$ cat config.mk
export PLATFORM = sky130hd
export DESIGN_NAME = draw_request_arbiter
export DESIGN_NICKNAME = d
export VERILOG_FILES = /design/src/rtl/draw_pkg.sv /design/src/rtl/draw_request_arbiter_rr_select.sv /design/src/rtl/draw_request_arbiter.sv
export SDC_FILE = /design/constraint.sdc
export NUM_CORES = 1
export LEC_CHECK = 0
export ABC_AREA = 1
export BUFFER_PORTS_ARGS = -buffer_cell sky130_fd_sc_hd__buf_4
export CAP_MARGIN = 30
export CORE_MARGIN = 2
export CORE_UTILIZATION = 35
export DETAILED_ROUTE_END_ITERATION = 8
export PLACE_DENSITY_LB_ADDON = 0.05
export REMOVE_ABC_BUFFERS = 1
export SLEW_MARGIN = 10
export SYNTH_ARGS = -nofsm -noshare
export SYNTH_HDL_FRONTEND = slang
export SYNTH_HIERARCHICAL = 1
export SYNTH_SLANG_ARGS = --single-unit
$ cat constraint.sdc
create_clock -name clk -period 2.7 [get_ports clk]
set_input_delay 0.54 -clock clk [delete_from_list [all_inputs] [get_ports clk]]
set_output_delay 0.54 -clock clk [all_outputs]
set_load 0.02 [all_outputs]
$ cat src/rtl/draw_pkg.sv
// Shared constants, state encoding and a wrap helper for the draw request arbiter.
package draw_pkg;

    localparam int TYPE_W = 5;
    localparam int X_W    = 9;
    localparam int Y_W    = 8;
    localparam int ID_W   = 3;

    typedef enum logic [1:0] {
        S_IDLE    = 2'd0,
        S_DRAW    = 2'd1,
        S_RELEASE = 2'd2
    } state_t;

    // Advance a requester index by one, wrapping to 0 past n-1.
    function automatic logic [ID_W-1:0] wrap_inc(input logic [ID_W-1:0] v, input int n);
        if (int'(v) + 1 >= n) begin
            return '0;
        end
        return v + 1'b1;
    endfunction

endpackage

$ cat src/rtl/draw_request_arbiter_rr_select.sv
// Combinational round-robin pick: first set request bit at or above ptr, modulo NUM_REQ.
module rr_select
    import draw_pkg::*;
#(
    parameter int NUM_REQ = 4
) (
    input  logic [NUM_REQ-1:0] req,
    input  logic [ID_W-1:0]    ptr,
    output logic               valid,
    output logic [ID_W-1:0]    idx
);

    // Rotating the request vector right by ptr puts the highest-priority bit at offset 0.
    logic [2*NUM_REQ-1:0] rotated;
    int                   cand;

    assign rotated = {req, req} >> ptr;

    // Scan offsets from the far end down so the lowest offset is the last (winning) write.
    always_comb begin
        valid = 1'b0;
        idx   = '0;
        cand  = 0;
        for (int off = NUM_REQ - 1; off >= 0; off--) begin
            if (rotated[off]) begin
                cand = int'(ptr) + off;
                if (cand >= NUM_REQ) begin
                    cand = cand - NUM_REQ;
                end
                valid = 1'b1;
                idx   = cand[ID_W-1:0];
            end
        end
    end

endmodule

$ cat src/rtl/draw_request_arbiter.sv
// Round-robin arbiter sharing one object-drawing engine between page controllers.
//
// Handshake: a requester raises req_start (with type/x/y stable) and holds it until it
// sees a one-cycle req_done; dropping req_start early aborts the object. The engine sees
// draw_start held high for the whole object and answers with a one-cycle draw_done, which
// is routed back to the granted requester only. draw_start always drops for at least one
// cycle between objects.
module draw_request_arbiter
#(
    parameter int NUM_REQ = 4,
    parameter int TYPE_W  = draw_pkg::TYPE_W,
    parameter int X_W     = draw_pkg::X_W,
    parameter int Y_W     = draw_pkg::Y_W
) (
    input  logic                      clk,
    input  logic                      reset,
    input  logic [NUM_REQ-1:0]        req_start,
    input  logic [NUM_REQ*TYPE_W-1:0] req_type,
    input  logic [NUM_REQ*X_W-1:0]    req_x,
    input  logic [NUM_REQ*Y_W-1:0]    req_y,
    output logic [NUM_REQ-1:0]        req_done,
    output logic                      draw_start,
    output logic [TYPE_W-1:0]         draw_type,
    output logic [X_W-1:0]            draw_x,
    output logic [Y_W-1:0]            draw_y,
    input  logic                      draw_done,
    output logic [2:0]                grant_id,
    output logic                      busy,
    output logic [1:0]                fsm_state
);

    import draw_pkg::*;

    state_t             state_q;
    state_t             state_d;
    logic [ID_W-1:0]    grant_q;
    logic [ID_W-1:0]    grant_d;
    logic [ID_W-1:0]    rr_ptr_q;
    logic [ID_W-1:0]    rr_ptr_d;

    logic               sel_valid;
    logic [ID_W-1:0]    sel_idx;

    logic               g_start;
    logic [TYPE_W-1:0]  g_type;
    logic [X_W-1:0]     g_x;
    logic [Y_W-1:0]     g_y;
    logic [NUM_REQ-1:0] g_onehot;

    rr_select #(
        .NUM_REQ (NUM_REQ)
    ) u_rr_select (
        .req   (req_start),
        .ptr   (rr_ptr_q),
        .valid (sel_valid),
        .idx   (sel_idx)
    );

    // Pick out the granted requester's start bit, command fields and done position.
    always_comb begin
        g_start  = 1'b0;
        g_type   = '0;
        g_x      = '0;
        g_y      = '0;
        g_onehot = '0;
        for (int i = 0; i < NUM_REQ; i++) begin
            if (grant_q == ID_W'(i)) begin
                g_start     = req_start[i];
                g_type      = req_type[i*TYPE_W +: TYPE_W];
                g_x         = req_x[i*X_W +: X_W];
                g_y         = req_y[i*Y_W +: Y_W];
                g_onehot[i] = 1'b1;
            end
        end
    end

    // State, grant and round-robin pointer registers with synchronous reset.
    always_ff @(posedge clk) begin
        if (reset) begin
            state_q  <= S_IDLE;
            grant_q  <= '0;
            rr_ptr_q <= '0;
        end else begin
            state_q  <= state_d;
            grant_q  <= grant_d;
            rr_ptr_q <= rr_ptr_d;
        end
    end

    // Next-state logic and engine/requester outputs; done wins over a same-cycle abort.
    always_comb begin
        state_d    = state_q;
        grant_d    = grant_q;
        rr_ptr_d   = rr_ptr_q;
        draw_start = 1'b0;
        draw_type  = '0;
        draw_x     = '0;
        draw_y     = '0;
        req_done   = '0;
        case (state_q)
            S_IDLE: begin
                if (sel_valid) begin
                    grant_d = sel_idx;
                    state_d = S_DRAW;
                end
            end
            S_DRAW: begin
                draw_start = 1'b1;
                draw_type  = g_type;
                draw_x     = g_x;
                draw_y     = g_y;
                if (draw_done) begin
                    req_done = g_onehot;
                    rr_ptr_d = wrap_inc(grant_q, NUM_REQ);
                    state_d  = S_RELEASE;
                end else if (!g_start) begin
                    rr_ptr_d = wrap_inc(grant_q, NUM_REQ);
                    state_d  = S_RELEASE;
                end
            end
            S_RELEASE: begin
                state_d = S_IDLE;
            end
            default: begin
                state_d = S_IDLE;
            end
        endcase
    end

    assign grant_id  = grant_q;
    assign busy      = (state_q == S_DRAW) || (state_q == S_RELEASE);
    assign fsm_state = state_q;

endmodule

==> results.yml <==
timing:
  rsz0062_at_grt: "no"
  fmax_ghz: 0.399
  clock_skew_ns: 0.00293
  worst_hold_slack_ns: 0.456
  finalCritPeriodShare: 0.928
  fin_tns_setup_ns: 0
  final_max_slew_viol_count: 0
  final_hold_viol_count: 0
  period_needed_ns: 2.51
  setup_violations: 0
critical_path:
  cpMostUsedCell: "nand2_1"
  cp-end-kind: "primary output"
  worstSetupStartpointType: "flop"
  critical_path_arrival_ns: 1.97
  critPathTopFamily: "buffers and inverters"
  worstPathCellList: "inv_1 -> ha_2 -> inv_4 -> nor2_4 -> clkbuf_16 -> nand2_1 -> o21ai_1 -> nand2_1 -> a311oi_2 -> buf_4"
  cp_slowest_cell: "dfxtp_1"
  crit-reg2reg-launch: "grant_id[2]$_SDFFE_PP0P_"
  path_class: "reg2out"
  crit_buf_inv: 4
  cp_max_fo: 23
  worst_r2r_endpoint: "fsm_state[0]$_SDFFE_PP0P_"
  rr_worst_depth: 10
  critPathMaxStageDelay_ns: 0.34
  regToRegSetupSlack_ns: 0.75
  required_ns: 2.16
place:
  dp_hpwl_mm: 4.94
  finalWeightedCongestion: 0.864
  port_buffers: 127
  numPlacedInstances: 468
power:
  p_leak_nw: 1.40
  ir_worst_vdd_uv: 715
  power.density_nw_per_um2: 865
logic_synthesis:
  yosys.area_share.simple: 0.428
  synth-seq-cells: 8
  ys_warn_count: 6
  synth.distinct_cells: 25
  synth_top_family_by_area: "simple AND/OR/NAND/NOR gates"
  synth.area.top_cells: "nand2_1, a311oi_2, dfxtp_1"
  ys_seq_area_frac: 0.0947
  synth_xor_xnor_area_share: 0
  netlist_area_um2: 1690
  muxShareOfSynthArea: 0
  synth_compound_area_frac: 0.292
  avgSynthCellArea_um2: 5.68
  synth_fa_ha_area_frac: 0.0666
  synth_cells: 298
  synth_top_area_share: 0.277
  yosysTopAreaCell: "nand2_1"
min_path:
  hp-start: "rr_ptr_q[2]$_SDFFE_PP0P_"
  worstHoldEndpoint: "rr_ptr_q[2]$_SDFFE_PP0P_"
  holdPathStages: 2
  hp-class: "reg2reg"
grt:
  groute.usage.overall: 0.221
  grt_max_degree: 27
  grt_first_pass_wirelength_mm: 9.67
  grt_pass1_vias: 2128
  grt_overflow: 0
  antenna_found_initial: 0
routing:
  drt-initial-drc-count: 100
  drcViolationCount: 0
  wl_per_cell_um: 13.2
  routed_wirelength_mm: 6.24
  drtPass1Iterations: 4
  viasPerCell: 4.99
  drtAntennaViolNets: 0
  vias: 2353
layout:
  fin_nets: 524
  syn2layout_area_growth_pct: 64.7
  layout_commonest_cell: "buf_4"
  fin_cells: 472
  layout-drive-gt1-share: 0.416
  diodes: 0
  final_cell_mix: "buf_4, nand2_1, nor2_1"
run_status:
  status: "finished, final reports clean"
clocking:
  cts-root-buf: "clkbuf_8"
  cts-buffers-inserted: 3
  post_cts_buffers: 0
  cts_tree: "done"
  clk_path_buf_depth: 2
  cts_max_level: 1
  cts_hold_buffers: 0
  cts.sinks: 8
  path_clk_slew_ns: 0.04
  worstSkewPairLatency_ns: 0.23
floorplan:
  row_count: 25
  design.core.area_um2: 4690
  initial_utilization: 0.361
  die_h_um: 73.5
  die_x_um: 73.5
  pin_count: 128
  design.die.area_um2: 5410
flow_run:
  drv_cap: 0
worst max path at each step:
stage | start | end | cells past startpoint
after floorplan | grant_id[0]$_SDFFE_PP0P_ | draw_type[1] | 7
after global placement | grant_id[1]$_SDFFE_PP0P_ | draw_x[4] | 10
after detailed placement | grant_id[1]$_SDFFE_PP0P_ | draw_x[1] | 10
after CTS | grant_id[1]$_SDFFE_PP0P_ | draw_x[1] | 10
after global routing | grant_id[0]$_SDFFE_PP0P_ | draw_type[4] | 8
final | grant_id[1]$_SDFFE_PP0P_ | draw_y[3] | 10
tightest hold or removal path, delay by kind of cell, from the launching register on:
family,cells,cell delay [ns]
AND/OR/NAND/NOR,2,0.10
flip-flops,1,0.32
metrics by stage:
stage	total power, mW	setup WS, ns	cell area (um2)	utilization
4_1_cts	2.38	0.0719	2740	0.584
5_1_grt	2.66	0.00398	2790	0.594
6_report	2.41	0.194	2790	0.594
3_5_place_dp	2.23	0.317	2700	0.575
2_1_floorplan	1.50	0.0310	1580	-
3_3_place_gp	2.22	0.373	2700	0.575
sequential cells by signal, indices dropped and copies added, names as in the netlist:
name       flops
rr_ptr_q       3
grant_id       3
fsm_state      2
area by class of cell:
class                           count  area (um2)
Timing Repair Buffer              136        1080
Sequential cell                     8         160
Clock buffer                        3        41.3
Fill cell                         479        1910
Tap cell                           54        67.6
Multi-Input combinational cell    248        1350
Inverter                           23        88.8
cell families (layout without fill, tap and decap cells):
group	Yosys count	count (layout)
compound gates	58	58
simple gates	180	180
flops	8	8
buf+inv	42	162
other cells	1	1
fa+ha+maj	9	9
timing repair:
action / 4_1_cts / 5_1_grt
hold endpoints to repair: 0 / 0
endpoints found under the setup margin: 0 / 21
resized for setup: 0 / 7
synth_stat cells:
| cell | n |
|---|---|
| o21ai_1 | 21 |
| inv_2 | 7 |
| a311oi_1 | 2 |
| o21ai_0 | 6 |
| ha_1 | 9 |
| nand3_2 | 1 |
| a21oi_1 | 8 |
| buf_6 | 2 |
| dfxtp_1 | 8 |
| a311oi_2 | 19 |
| buf_2 | 7 |
| o21ai_2 | 1 |
| conb_1 | 1 |
| nor2_2 | 1 |
| nand2_2 | 3 |
| nand3_1 | 16 |
| nand2_4 | 1 |
| buf_1 | 1 |
| inv_1 | 16 |
| clkbuf_1 | 5 |
| nand4_1 | 2 |
| nand2_1 | 125 |
| a21boi_0 | 1 |
| buf_4 | 4 |
| nor2_1 | 31 |
power breakdown:
| part | internal [mW] | switching, mW |
|---|---|---|
| registers | 0.165 | 0.0570 |
| clock network | 0.0967 | 0.0482 |
| logic | 0.837 | 1.21 |
routing by layer:
| layer | global-route usage | up-vias | part of all wire |
|---|---|---|---|
| met5 | 0 | - | 0 |
| met4 | 0.0303 | 0 | 0.0042 |
| met3 | 0.0137 | 5 | 0.073 |
| met2 | 0.411 | 88 | 0.51 |
| met1 | 0.284 | 1039 | 0.42 |
| li1 | - | 1221 | - |
Note: power is estimated with default switching activity, not from simulation.
